===== config.mk =====
export PLATFORM = sky130hd
export DESIGN_NAME = debounce_array
export DESIGN_NICKNAME = d
export VERILOG_FILES = /design/src/rtl/debounce_array.sv
export SDC_FILE = /design/constraint.sdc
export NUM_CORES = 1
export LEC_CHECK = 0
export ABC_AREA = 0
export CAP_MARGIN = 0
export CELL_PAD_IN_SITES_DETAIL_PLACEMENT = 0
export CELL_PAD_IN_SITES_GLOBAL_PLACEMENT = 1
export CORE_MARGIN = 3
export CORE_UTILIZATION = 44
export DETAILED_ROUTE_END_ITERATION = 8
export PLACE_DENSITY = 0.79
export SKIP_LAST_GASP = 1
export SYNTH_ARGS = -nofsm -noshare
export SYNTH_HDL_FRONTEND = slang
export SYNTH_SLANG_ARGS = --single-unit

===== constraint.sdc =====
create_clock -name clk -period 2 [get_ports clk]
set_input_delay 0.4 -clock clk [delete_from_list [all_inputs] [get_ports clk]]
set_output_delay 0.4 -clock clk [all_outputs]
set_load 0.01 [all_outputs]

===== src/rtl/debounce_array.sv =====
// rtl/debounce_array.sv - multi-channel button conditioner: sync, debounce, edges, long press, repeat
module debounce_array #(
    parameter int NUM_CH       = 5,
    parameter int SYNC_STAGES  = 2,
    parameter int TICK_DIV     = 100000,
    parameter int STABLE_TICKS = 70,
    parameter int LONG_TICKS   = 1000,
    parameter int REPEAT_TICKS = 200,
    parameter int REPEAT_EN    = 1
) (
    input  logic              clk,
    input  logic              rst_n,
    input  logic [NUM_CH-1:0] buttons,
    output logic [NUM_CH-1:0] results,
    output logic [NUM_CH-1:0] press,
    output logic [NUM_CH-1:0] rel,
    output logic [NUM_CH-1:0] long_press,
    output logic [NUM_CH-1:0] rpt
);

    localparam int PW   = $clog2(TICK_DIV);
    localparam int DW   = $clog2(STABLE_TICKS);
    localparam int HMAX = (LONG_TICKS > REPEAT_TICKS) ? LONG_TICKS : REPEAT_TICKS;
    localparam int HW   = $clog2(HMAX + 1);

    localparam logic [PW-1:0] P_LAST = PW'(TICK_DIV - 1);
    localparam logic [DW-1:0] D_LAST = DW'(STABLE_TICKS - 1);
    localparam logic [HW-1:0] L_LAST = HW'(LONG_TICKS - 1);
    localparam logic [HW-1:0] R_LAST = HW'(REPEAT_TICKS - 1);

    if (NUM_CH < 1 || SYNC_STAGES < 2 || TICK_DIV < 2 || STABLE_TICKS < 2 ||
        LONG_TICKS < 1 || REPEAT_TICKS < 1) begin : g_param_err
        $error("debounce_array: parameter below its minimum");
    end

    typedef enum logic [1:0] {
        ST_IDLE,
        ST_HOLD,
        ST_REPEAT,
        ST_DONE
    } hold_state_e;

    logic [NUM_CH-1:0] sync_q [SYNC_STAGES];
    logic [NUM_CH-1:0] s;
    logic [PW-1:0]     pcnt;
    logic              tick;

    always_ff @(posedge clk or negedge rst_n) begin
        if (!rst_n) begin
            for (int k = 0; k < SYNC_STAGES; k++) begin
                sync_q[k] <= '0;
            end
        end else begin
            sync_q[0] <= buttons;
            for (int k = 1; k < SYNC_STAGES; k++) begin
                sync_q[k] <= sync_q[k-1];
            end
        end
    end

    assign s    = sync_q[SYNC_STAGES-1];
    assign tick = (pcnt == P_LAST);

    // One prescaler for all channels keeps the per-channel counters in tick units
    always_ff @(posedge clk or negedge rst_n) begin
        if (!rst_n) begin
            pcnt <= '0;
        end else if (tick) begin
            pcnt <= '0;
        end else begin
            pcnt <= pcnt + 1'b1;
        end
    end

    for (genvar i = 0; i < NUM_CH; i++) begin : g_ch
        logic [DW-1:0] dcnt;
        logic          res_q;
        logic          res_d;
        logic          press_q;
        logic          rel_q;
        logic          long_q;
        logic          rpt_q;
        logic          long_d;
        logic          rpt_d;
        logic          rise;
        logic          fall;
        logic [HW-1:0] hcnt_q;
        logic [HW-1:0] hcnt_d;
        hold_state_e   st_q;
        hold_state_e   st_d;

        always_ff @(posedge clk or negedge rst_n) begin
            if (!rst_n) begin
                dcnt  <= '0;
                res_q <= 1'b0;
            end else if (s[i] == res_q) begin
                dcnt <= '0;
            end else if (tick) begin
                if (dcnt == D_LAST) begin
                    res_q <= s[i];
                    dcnt  <= '0;
                end else begin
                    dcnt <= dcnt + 1'b1;
                end
            end
        end

        assign rise = res_q & ~res_d;
        assign fall = ~res_q & res_d;

        // A debounced fall pre-empts any hold pulse due on the same cycle
        always_comb begin
            st_d   = st_q;
            hcnt_d = hcnt_q;
            long_d = 1'b0;
            rpt_d  = 1'b0;
            if (fall) begin
                st_d   = ST_IDLE;
                hcnt_d = '0;
            end else begin
                case (st_q)
                    ST_IDLE: begin
                        hcnt_d = '0;
                        if (rise) begin
                            st_d = ST_HOLD;
                        end
                    end
                    ST_HOLD: begin
                        if (tick) begin
                            if (hcnt_q == L_LAST) begin
                                long_d = 1'b1;
                                hcnt_d = '0;
                                st_d   = (REPEAT_EN != 0) ? ST_REPEAT : ST_DONE;
                            end else begin
                                hcnt_d = hcnt_q + 1'b1;
                            end
                        end
                    end
                    ST_REPEAT: begin
                        if (tick) begin
                            if (hcnt_q == R_LAST) begin
                                rpt_d  = 1'b1;
                                hcnt_d = '0;
                            end else begin
                                hcnt_d = hcnt_q + 1'b1;
                            end
                        end
                    end
                    default: begin
                        hcnt_d = '0;
                    end
                endcase
            end
        end

        always_ff @(posedge clk or negedge rst_n) begin
            if (!rst_n) begin
                res_d   <= 1'b0;
                press_q <= 1'b0;
                rel_q   <= 1'b0;
                long_q  <= 1'b0;
                rpt_q   <= 1'b0;
                hcnt_q  <= '0;
                st_q    <= ST_IDLE;
            end else begin
                res_d   <= res_q;
                press_q <= rise;
                rel_q   <= fall;
                long_q  <= long_d;
                rpt_q   <= rpt_d;
                hcnt_q  <= hcnt_d;
                st_q    <= st_d;
            end
        end

        assign results[i]    = res_q;
        assign press[i]      = press_q;
        assign rel[i]        = rel_q;
        assign long_press[i] = long_q;
        assign rpt[i]        = rpt_q;
    end

endmodule


# Word level (Yosys, flattened, before mapping)

Index checks and enable logic that the tools add are counted.

Memory bits (read-only): 0
Word-level logic and storage cells: 276
Register bits after elaboration: 152
RAM bits: 0
Bits in latches: 0
Input port bits: 7
Output and inout bits: 25
Memories kept: 0

Magnitude comparators: 0
Bitwise gates (word level): 25
Shift-type cells: 0
Mux-type cells: 111
$add $sub $neg: 11
Reductions and logical operators: 30
Div/mod/pow operators: 0
$mul: 0
Equality and inequality tests: 51

Operators by type and width:

| operator                                                         | number |
|---|---|
| 10-bit two-way mux                                               | 25 |
| 7-bit two-way mux                                                | 15 |
| 10-bit case mux with 2 select lines                              | 5 |
| 3-bit inequality test, second input constant                     | 20 |
| 10-bit by 1-bit adder with 10-bit output, second input constant  | 5 |
| 10-bit == test, second input constant                            | 5 |
| 10-bit by 8-bit == test with 1-bit output, second input constant | 5 |
| 1-bit two-way mux                                                | 40 |
| 2-bit two-way mux                                                | 20 |
| 7-bit by 1-bit adder with 7-bit output, second input constant    | 5 |
| 7-bit == test, second input constant                             | 5 |
| 2-bit case mux with 2 select lines                               | 5 |
| 4-bit AND reduction                                              | 5 |
| 17-bit by 1-bit adder with 17-bit output, second input constant  | 1 |
| 17-bit == test, second input constant                            | 1 |
| 17-bit two-way mux                                               | 1 |
| 1-bit NOT                                                        | 15 |
| 3-bit AND reduction                                              | 5 |
| 3-bit nonzero test                                               | 5 |
| 1-bit bitwise AND                                                | 10 |
| 2-bit by 1-bit == test with 1-bit output, second input constant  | 5 |
| 2-bit == test, second input constant                             | 5 |
| 2-bit logical NOT                                                | 5 |
| 2-bit AND reduction                                              | 5 |
| other kinds (2)                                                  | 10 |

# Depth between registers and ports, before layout

Gate-level depths: netlist of run 1.

Depth after elaboration: 5
Depth in mapped cells: 10
Gate-level depth less buffers: 7

# Worst setup path after synthesis of run 1

OpenSTA, ideal clock, no wires.

Path kind: register -> register
Start: reg pcnt[0]
End: reg g_ch[3].hcnt_q[0]
Clock period less this slack: 2,031 ps
Buffers on the path: 3
Stages on the path, launching flop included: 10
Data arrival time: 1,906 ps
Path slack: -31 ps
Setup time: 125 ps
Required time: 1,875 ps
Cells stage by stage: dfrtp_1 -> ha_1 -> and4_1 -> buf_4 -> and4_4 -> buf_6 -> buf_12 -> nor3_4 -> nor2_4 -> mux2_2

Longest elaborated chain between the ends: 3
Elaborated cells on any way between the ends: 4
Classes of those cells: eq/ne: 3; reduce/logical: 1

RTL lines:

| what                                     | line | RTL |
|---|---|---|
| start: declaration                       | 45   | `logic [PW-1:0] pcnt;` |
| start signal: assignment                 | 71   | `pcnt <= pcnt + 1'b1;` |
| 17-bit == test (*)                       | 62   | `assign tick = (pcnt == P_LAST);` |
| 3-bit inequality test (no source line)   | --   |  |
| 2-bit AND reduction (no source line) (*) | --   |  |
| end signal: assignment                   | 171  | `hcnt_q <= hcnt_d;` |
| end: declaration                         | 87   | `logic [HW-1:0] hcnt_q;` |

Every way passes the cells marked *; elsewhere a longest branch is shown, timed or not.
A chain may end at the register's enable or synchronous reset.

# Worst setup path in the final report of run 1

Start: reg pcnt[0]
End: reg g_ch[4].dcnt[6]

Longest elaborated chain between the ends: 2

RTL lines:

| what                                | line | RTL |
|---|---|---|
| 17-bit == test                      | 62   |  |
| 2-bit nonzero test (no source line) | --   |  |
| end signal: assignment              | 103  | `dcnt <= dcnt + 1'b1;` |
| end: declaration                    | 76   | `logic [DW-1:0] dcnt;` |

Every way passes these cells.

==> results.sh, run 1 <==
export IMPL_status="complete, no violations"
export IMPL_rows=49
export IMPL_n_antenna_cell=0
export IMPL_grt_use_total=0.172
export IMPL_path_clk_slew_ns=0.06
export IMPL_cp_common_cell="buf_4"
export IMPL_cap_violations=0
export IMPL_required_ns=2.34
export IMPL_finalInstanceArea_sq_mm=0.00963
export IMPL_async_reset_ff_frac=1.00
export IMPL_io_buffers=31
export IMPL_yosysMostFrequentCell="dfrtp_1"
export IMPL_multiInputGateArea_sq_mm=0.00395
export IMPL_synth_distinct_cells=59
export IMPL_maxSlewHeadroom=0.540
export IMPL_drc_errors=0
export IMPL_synthToLayoutAreaGrowth_pct=18.7
export IMPL_vdd_ir_drop_max_uv=662
export IMPL_drive_gt1_frac=0.156
export IMPL_worstHoldStart="sync_q[8]"
export IMPL_cp_cell_sequence="ha_1 -> and4_1 -> buf_4 -> nand4_1 -> buf_4 -> buf_12 -> or3_1 -> a21oi_1"
export IMPL_post_route_period_util=0.982
export IMPL_worstHoldPathCells=0
export IMPL_utilization=0.534
export IMPL_yosysSeqAreaShare=0.469
export IMPL_cts_buffers=17
export IMPL_cts_path_max_buffers=2
export IMPL_whs_ns=0.346
export IMPL_core_sq_mm=0.0180
export IMPL_globalRouteMet1Util=0.225
export IMPL_grt_pass1_vias=6192
export IMPL_tightestPinTransition_ns=0.685
export IMPL_critPathKind="reg2reg"
export IMPL_min_to="s[3]"
export IMPL_finalSetupViolCount=0
export IMPL_busiest_layer="met2"
export IMPL_powerDensity_mw_per_mm2=682
export IMPL_r2r_start="pcnt[0]"
export IMPL_leakagePower_nw=4.36
export IMPL_critPathLaunchType="flop"
export IMPL_cp_max_fo=24
export IMPL_ant_nets=0
export IMPL_end_kind="flop"
export IMPL_reg2reg_depth=8
export IMPL_boundaryPins=32
export IMPL_synth_common_cells="152 x dfrtp_1, 64 x o21ai_0, 52 x nand2_1, 52 x nor2_1, 46 x inv_1"
export IMPL_grt_antenna_before_repair=0
export IMPL_yosysTopAreaCell="dfrtp_1"
export IMPL_die_w_microns=142
export IMPL_synth_area_per_cell_sq_um=10.0
export IMPL_clkLatencyLatePin_ns=0.42
export IMPL_setup_tns_ns=0
export IMPL_cts_root_buf="clkbuf_16"
export IMPL_grt_overflow_total=0
export IMPL_ff2ff_setup_slack_ns=0.04
export IMPL_hold_path_class="reg2reg"
export IMPL_dp_hpwl_mm=11.3
export IMPL_h_tree_depth=4
export IMPL_fillers=1571
export IMPL_grtUsageMet3=0.0371
export IMPL_grtUsageMet2=0.284
export IMPL_hold_viol_final=0
export IMPL_syn_area_sq_mm=0.00812
export IMPL_first_pass_iters=5
export IMPL_fin_nets=914
export IMPL_wl_mm=16.9
export IMPL_drt_iter0_drc=343
export IMPL_synth_top_area_frac=0.469
export IMPL_dieArea_sq_mm=0.0201
export IMPL_cts_tree="built"
export IMPL_synthFlopType="dfrtp_1"
export IMPL_critPathSlowestCell="dfrtp_1"
export IMPL_start_util=0.450
export IMPL_skew_ns=0.00642
export IMPL_fmax_ghz=0.509
export IMPL_max_stage_delay_ns=0.37
export IMPL_arrival_ns=2.30
export IMPL_routedWlPerCell_microns=15.3
export IMPL_seqCellArea_sq_mm=0.00380
export IMPL_fp_dieH_microns=142
export IMPL_cts_sinks=152
export IMPL_min_period_ns=1.96
export IMPL_syn_nets=857
export IMPL_grt_max_degree=43
export IMPL_rsz0062_at_grt="yes"
export IMPL_grt_pass1_wl_mm=28.8
export IMPL_vias=6194
export IMPL_ys_top_cells_by_area="dfrtp_1 47%, ha_1 6.3%, a22o_1 4.6%"
export IMPL_ys_warn_count=0
export IMPL_placed_cell_area_sq_mm=0.00881
export IMPL_ys_seq_elements=152
export IMPL_syn_inst=809
export IMPL_viasPerCell=5.59
export IMPL_r2r_end="g_ch[4].dcnt[6]"
export IMPL_gp_congestion=0.839
export IMPL_synth_edf_count=0
export IMPL_drv_slew=0
metrics by stage:
stage | std cells | setup slack [ns] | total power, mW
global placement | 1066 | 0.0480 | 3.25
detailed placement | 1066 | -0.0214 | 3.25
CTS | 1099 | 0.0157 | 6.66
finish | 1108 | 0.0356 | 6.56
floorplan | 809 | 0.0163 | 3.16
global route | 1108 | -0.0583 | 6.81
layout by cell type (no fill, tap or decap), drive strengths merged, types with 10 or more instances in the layout:
| cell | n |
|---|---|
| clkbuf | 25 |
| ha | 41 |
| nand3 | 24 |
| dfrtp | 152 |
| or3 | 17 |
| and3 | 29 |
| nand2 | 52 |
| buf | 53 |
| o21ai | 70 |
| nand4 | 12 |
| a22o | 43 |
| inv | 46 |
| clkdlybuf4s50 | 30 |
| xnor2 | 15 |
| nor2 | 58 |
| mux2 | 10 |
| nor2b | 30 |
| a21oi | 37 |
| nor3 | 41 |
state kept, by name (all words and copies together) (netlist names):
register,count
g_ch.hcnt_q,50
g_ch.dcnt,35
pcnt,17
g_ch.st_q,10
g_ch.long_q,5
g_ch.press_q,5
g_ch.rel_q,5
g_ch.res_d,5
g_ch.res_q,5
g_ch.rpt_q,5
s,5
sync_q,5
how the worst max path moves through the flow:
stage	end	start
2_1_floorplan	g_ch[3].hcnt_q[0]	pcnt[0]
3_3_place_gp	g_ch[0].hcnt_q[7]	pcnt[0]
3_5_place_dp	g_ch[3].hcnt_q[4]	pcnt[0]
4_1_cts	g_ch[2].hcnt_q[2]	pcnt[0]
5_1_grt	g_ch[3].dcnt[5]	pcnt[11]
6_report	g_ch[4].dcnt[6]	pcnt[0]
cell type report:
type                       instances  share of cell area
clock buffer                      25              0.0535
clock inverter                     7              0.0117
inverter                          46              0.0179
multi-input combinational        565               0.410
sequential                       152               0.395
tap                              229              0.0298
timing repair buffer              84              0.0824
what timing repair did:
item                       in CTS  in global routing
gates resized for setup         5                 19
setup endpoints to repair      14                 41
hold buffers                    1                  0
setup buffers                   0                  6
gates cloned                    0                  3
hold endpoints to repair       37                  0
pin swaps                       0                 10
metal layers:
metal / routed length, microns / vias up
met5: 0 / -
met4: 216 / 0
met3: 579 / 18
met2: 8490 / 111
met1: 7640 / 3074
li1: - / 2991
worst max-delay path, delay by kind of cell, from the launching register on:
kind | cells | cell delay (ns)
compound gates | 1 | 0.16
fa+ha+maj | 1 | 0.18
buf+inv | 3 | 0.52
flops | 1 | 0.37
simple gates | 3 | 0.66
where the power goes:
| part | internal, mW | total, mW | switching (mW) |
|---|---|---|---|
| clock network | 2.16 | 3.37 | 1.22 |
| logic | 0.0268 | 0.101 | 0.0737 |
| registers | 3.09 | 3.09 | 0.00538 |
| total | 5.27 | 6.56 | 1.29 |
cells by family (layout without fill, tap and decap cells):
family          Yosys count  count (layout)  synth area share
mux                      11              11            0.0156
fa+ha+maj                41              41            0.0632
buf+inv                  94             162            0.0607
xor+xnor                 24              24            0.0259
compound gates          172             173             0.141
simple gates            315             316             0.225
flops                   152             152             0.469
(Power assumes the default switching activity.)
==> run 2: changes to the inputs <==
--- a/config.mk
+++ b/config.mk
@@ -6,11 +6,9 @@
 export NUM_CORES = 1
 export LEC_CHECK = 0
 export ABC_AREA = 0
-export CAP_MARGIN = 0
-export CELL_PAD_IN_SITES_DETAIL_PLACEMENT = 0
-export CELL_PAD_IN_SITES_GLOBAL_PLACEMENT = 1
+export CAP_MARGIN = 20
 export CORE_MARGIN = 3
-export CORE_UTILIZATION = 44
+export CORE_UTILIZATION = 55
 export DETAILED_ROUTE_END_ITERATION = 8
 export PLACE_DENSITY = 0.79
 export SKIP_LAST_GASP = 1
==> results.sh, run 2 (synthesis results as in run 1) <==
export IMPL_whs_ns=0.348
export IMPL_status="complete, but fails checks"
export IMPL_placed_cell_area_sq_mm=0.00866
export IMPL_ff2ff_setup_slack_ns=-0.08
export IMPL_cap_violations=0
export IMPL_grt_pass1_wl_mm=29.0
export IMPL_grt_pass1_vias=6328
export IMPL_grt_overflow_total=0
export IMPL_intPower_mw=5.05
export IMPL_post_route_period_util=1.04
export IMPL_synthToLayoutAreaGrowth_pct=18.3
export IMPL_leakagePower_nw=4.41
export IMPL_boundaryPins=32
export IMPL_max_stage_delay_ns=0.38
export IMPL_mostFrequentLayoutCell="dfrtp_1"
export IMPL_seqCellArea_sq_mm=0.00380
export IMPL_gp_congestion=0.839
export IMPL_cts_tree="built"
export IMPL_first_pass_iters=5
export IMPL_mostFrequentLayoutCells="152 x dfrtp_1, 61 x o21ai_0, 52 x nand2_1, 52 x nor2_1, 49 x buf_4"
export IMPL_fp_dieH_microns=127
export IMPL_critPathKind="reg2reg"
export IMPL_cts_root_buf="clkbuf_16"
export IMPL_die_w_microns=127
export IMPL_drt_iter0_drc=479
export IMPL_place_ws_ns=-0.0424
export IMPL_tightestPinTransition_ns=0.767
export IMPL_fin_nets=921
export IMPL_finalInstanceArea_sq_mm=0.00960
export IMPL_cp_max_fo=7
export IMPL_vias=6404
export IMPL_fmax_ghz=0.480
export IMPL_path_clk_slew_ns=0.06
export IMPL_drc_errors=0
export IMPL_clkLatencyLatePin_ns=0.43
export IMPL_viasPerCell=6.01
export IMPL_dp_hpwl_mm=11.4
export IMPL_grt_antenna_before_repair=0
export IMPL_largest_register="g_ch.hcnt_q"
export IMPL_drv_slew=0
export IMPL_grt_max_degree=51
export IMPL_worst_path_buf_inv=3
export IMPL_multiInputGateArea_sq_mm=0.00396
export IMPL_core_sq_mm=0.0141
export IMPL_routedWlPerCell_microns=16.9
export IMPL_switching_share=0.211
export IMPL_wl_mm=18.0
export IMPL_io_buffers=31
export IMPL_reg_top3="g_ch.hcnt_q x50, g_ch.dcnt x35, pcnt x17"
export IMPL_netSwitchingPower_mw=1.35
export IMPL_layout_setup_ws_ns=-0.0812
export IMPL_violations="setup timing"
export IMPL_rows=43
export IMPL_start_util=0.574
export IMPL_finalSetupViolCount=6
export IMPL_end_kind="flop"
export IMPL_cp_cell_sequence="ha_2 -> and4_4 -> buf_6 -> nand4_1 -> buf_4 -> clkbuf_16 -> nor4_1"
export IMPL_vdd_ir_drop_max_uv=726
export IMPL_rsz0062_at_grt="yes"
export IMPL_cp_top_family="simple AND/OR/NAND/NOR gates"
export IMPL_dieArea_sq_mm=0.0162
export IMPL_largest_reg_flops=50
export IMPL_hold_viol_final=0
export IMPL_maxSlewHeadroom=0.485
export IMPL_drive_gt1_frac=0.166
export IMPL_grt_use_total=0.215
export IMPL_cts_path_max_buffers=2
export IMPL_arrival_ns=2.36
export IMPL_n_antenna_cell=0
export IMPL_critPathLaunchType="flop"
export IMPL_sequentialPowerShare=0.484
export IMPL_h_tree_depth=4
export IMPL_fillers=1026
export IMPL_ant_nets=0
export IMPL_hold_path_class="reg2reg"
export IMPL_critPathSlowestCell="nor4_1"
export IMPL_powerDensity_mw_per_mm2=666
export IMPL_required_ns=2.28
export IMPL_min_period_ns=2.08
export IMPL_cts_sinks=152
export IMPL_skew_ns=0.00855
export IMPL_clkPwrFrac=0.500
export IMPL_pwr_share_comb=0.016
export IMPL_cts_buffers=17
run 2: worst paths after layout:
| path | startpoint | to | cells past startpoint |
|---|---|---|---|
| setup reg to reg | pcnt[1] | g_ch[2].rpt_q | 7 |
| setup / recovery | pcnt[1] | g_ch[2].rpt_q | 7 |
| hold reg to reg | sync_q[7] | s[2] | 0 |
| min in group asynchronous | rst_n | g_ch[3].st_q[0] | 2 |
| hold / removal | sync_q[7] | s[2] | 0 |
| max in group asynchronous | rst_n | g_ch[4].hcnt_q[6] | 3 |
run 2: through the flow:
| stage | utilization | setup TNS (ns) | cells | total power, mW |
|---|---|---|---|---|
| 3_5_place_dp | 0.612 | -0.250 | 1009 | 3.25 |
| 3_3_place_gp | 0.612 | 0 | 1009 | 3.25 |
| 2_1_floorplan | - | 0 | 809 | 3.16 |
| 6_report | 0.679 | -0.205 | 1066 | 6.39 |
| 4_1_cts | 0.655 | -0.155 | 1043 | 6.43 |
| 5_1_grt | 0.679 | -1.54 | 1066 | 6.58 |
run 2: power groups by stage:
stage	combinational [mW]	sequential (mW)	clock [mW]
global placement	0.103	3.15	0
CTS	0.108	3.09	3.23
detailed placement	0.107	3.15	0
finish	0.102	3.09	3.20
global route	0.118	3.09	3.37
floorplan	0.0106	3.15	0
run 2: routing by layer:
| layer | up-vias | routed length (microns) | global-route usage | share of wire |
|---|---|---|---|---|
| met5 | - | 0 | 0 | 0 |
| met4 | 0 | 269 | 0.0707 | 0.015 |
| met3 | 30 | 825 | 0.0481 | 0.046 |
| met2 | 186 | 9210 | 0.370 | 0.51 |
| met1 | 3183 | 7660 | 0.270 | 0.43 |
| li1 | 3005 | - | - | - |
run 2: layout make-up:
type	instances	share of cell area
sequential	152	0.396
tap	180	0.0235
clock inverter	11	0.0128
multi-input combinational	566	0.412
timing repair buffer	90	0.0889
inverter	46	0.0180
clock buffer	21	0.0490
run 2: timing repair:
action / CTS / global route
hold buffers: 1 / 0
resized for setup: 0 / 30
setup buffers: 1 / 18
endpoints found under the hold margin: 46 / 0
pin swaps: 1 / 8
setup endpoints to repair: 29 / 70
cloned: 0 / 5
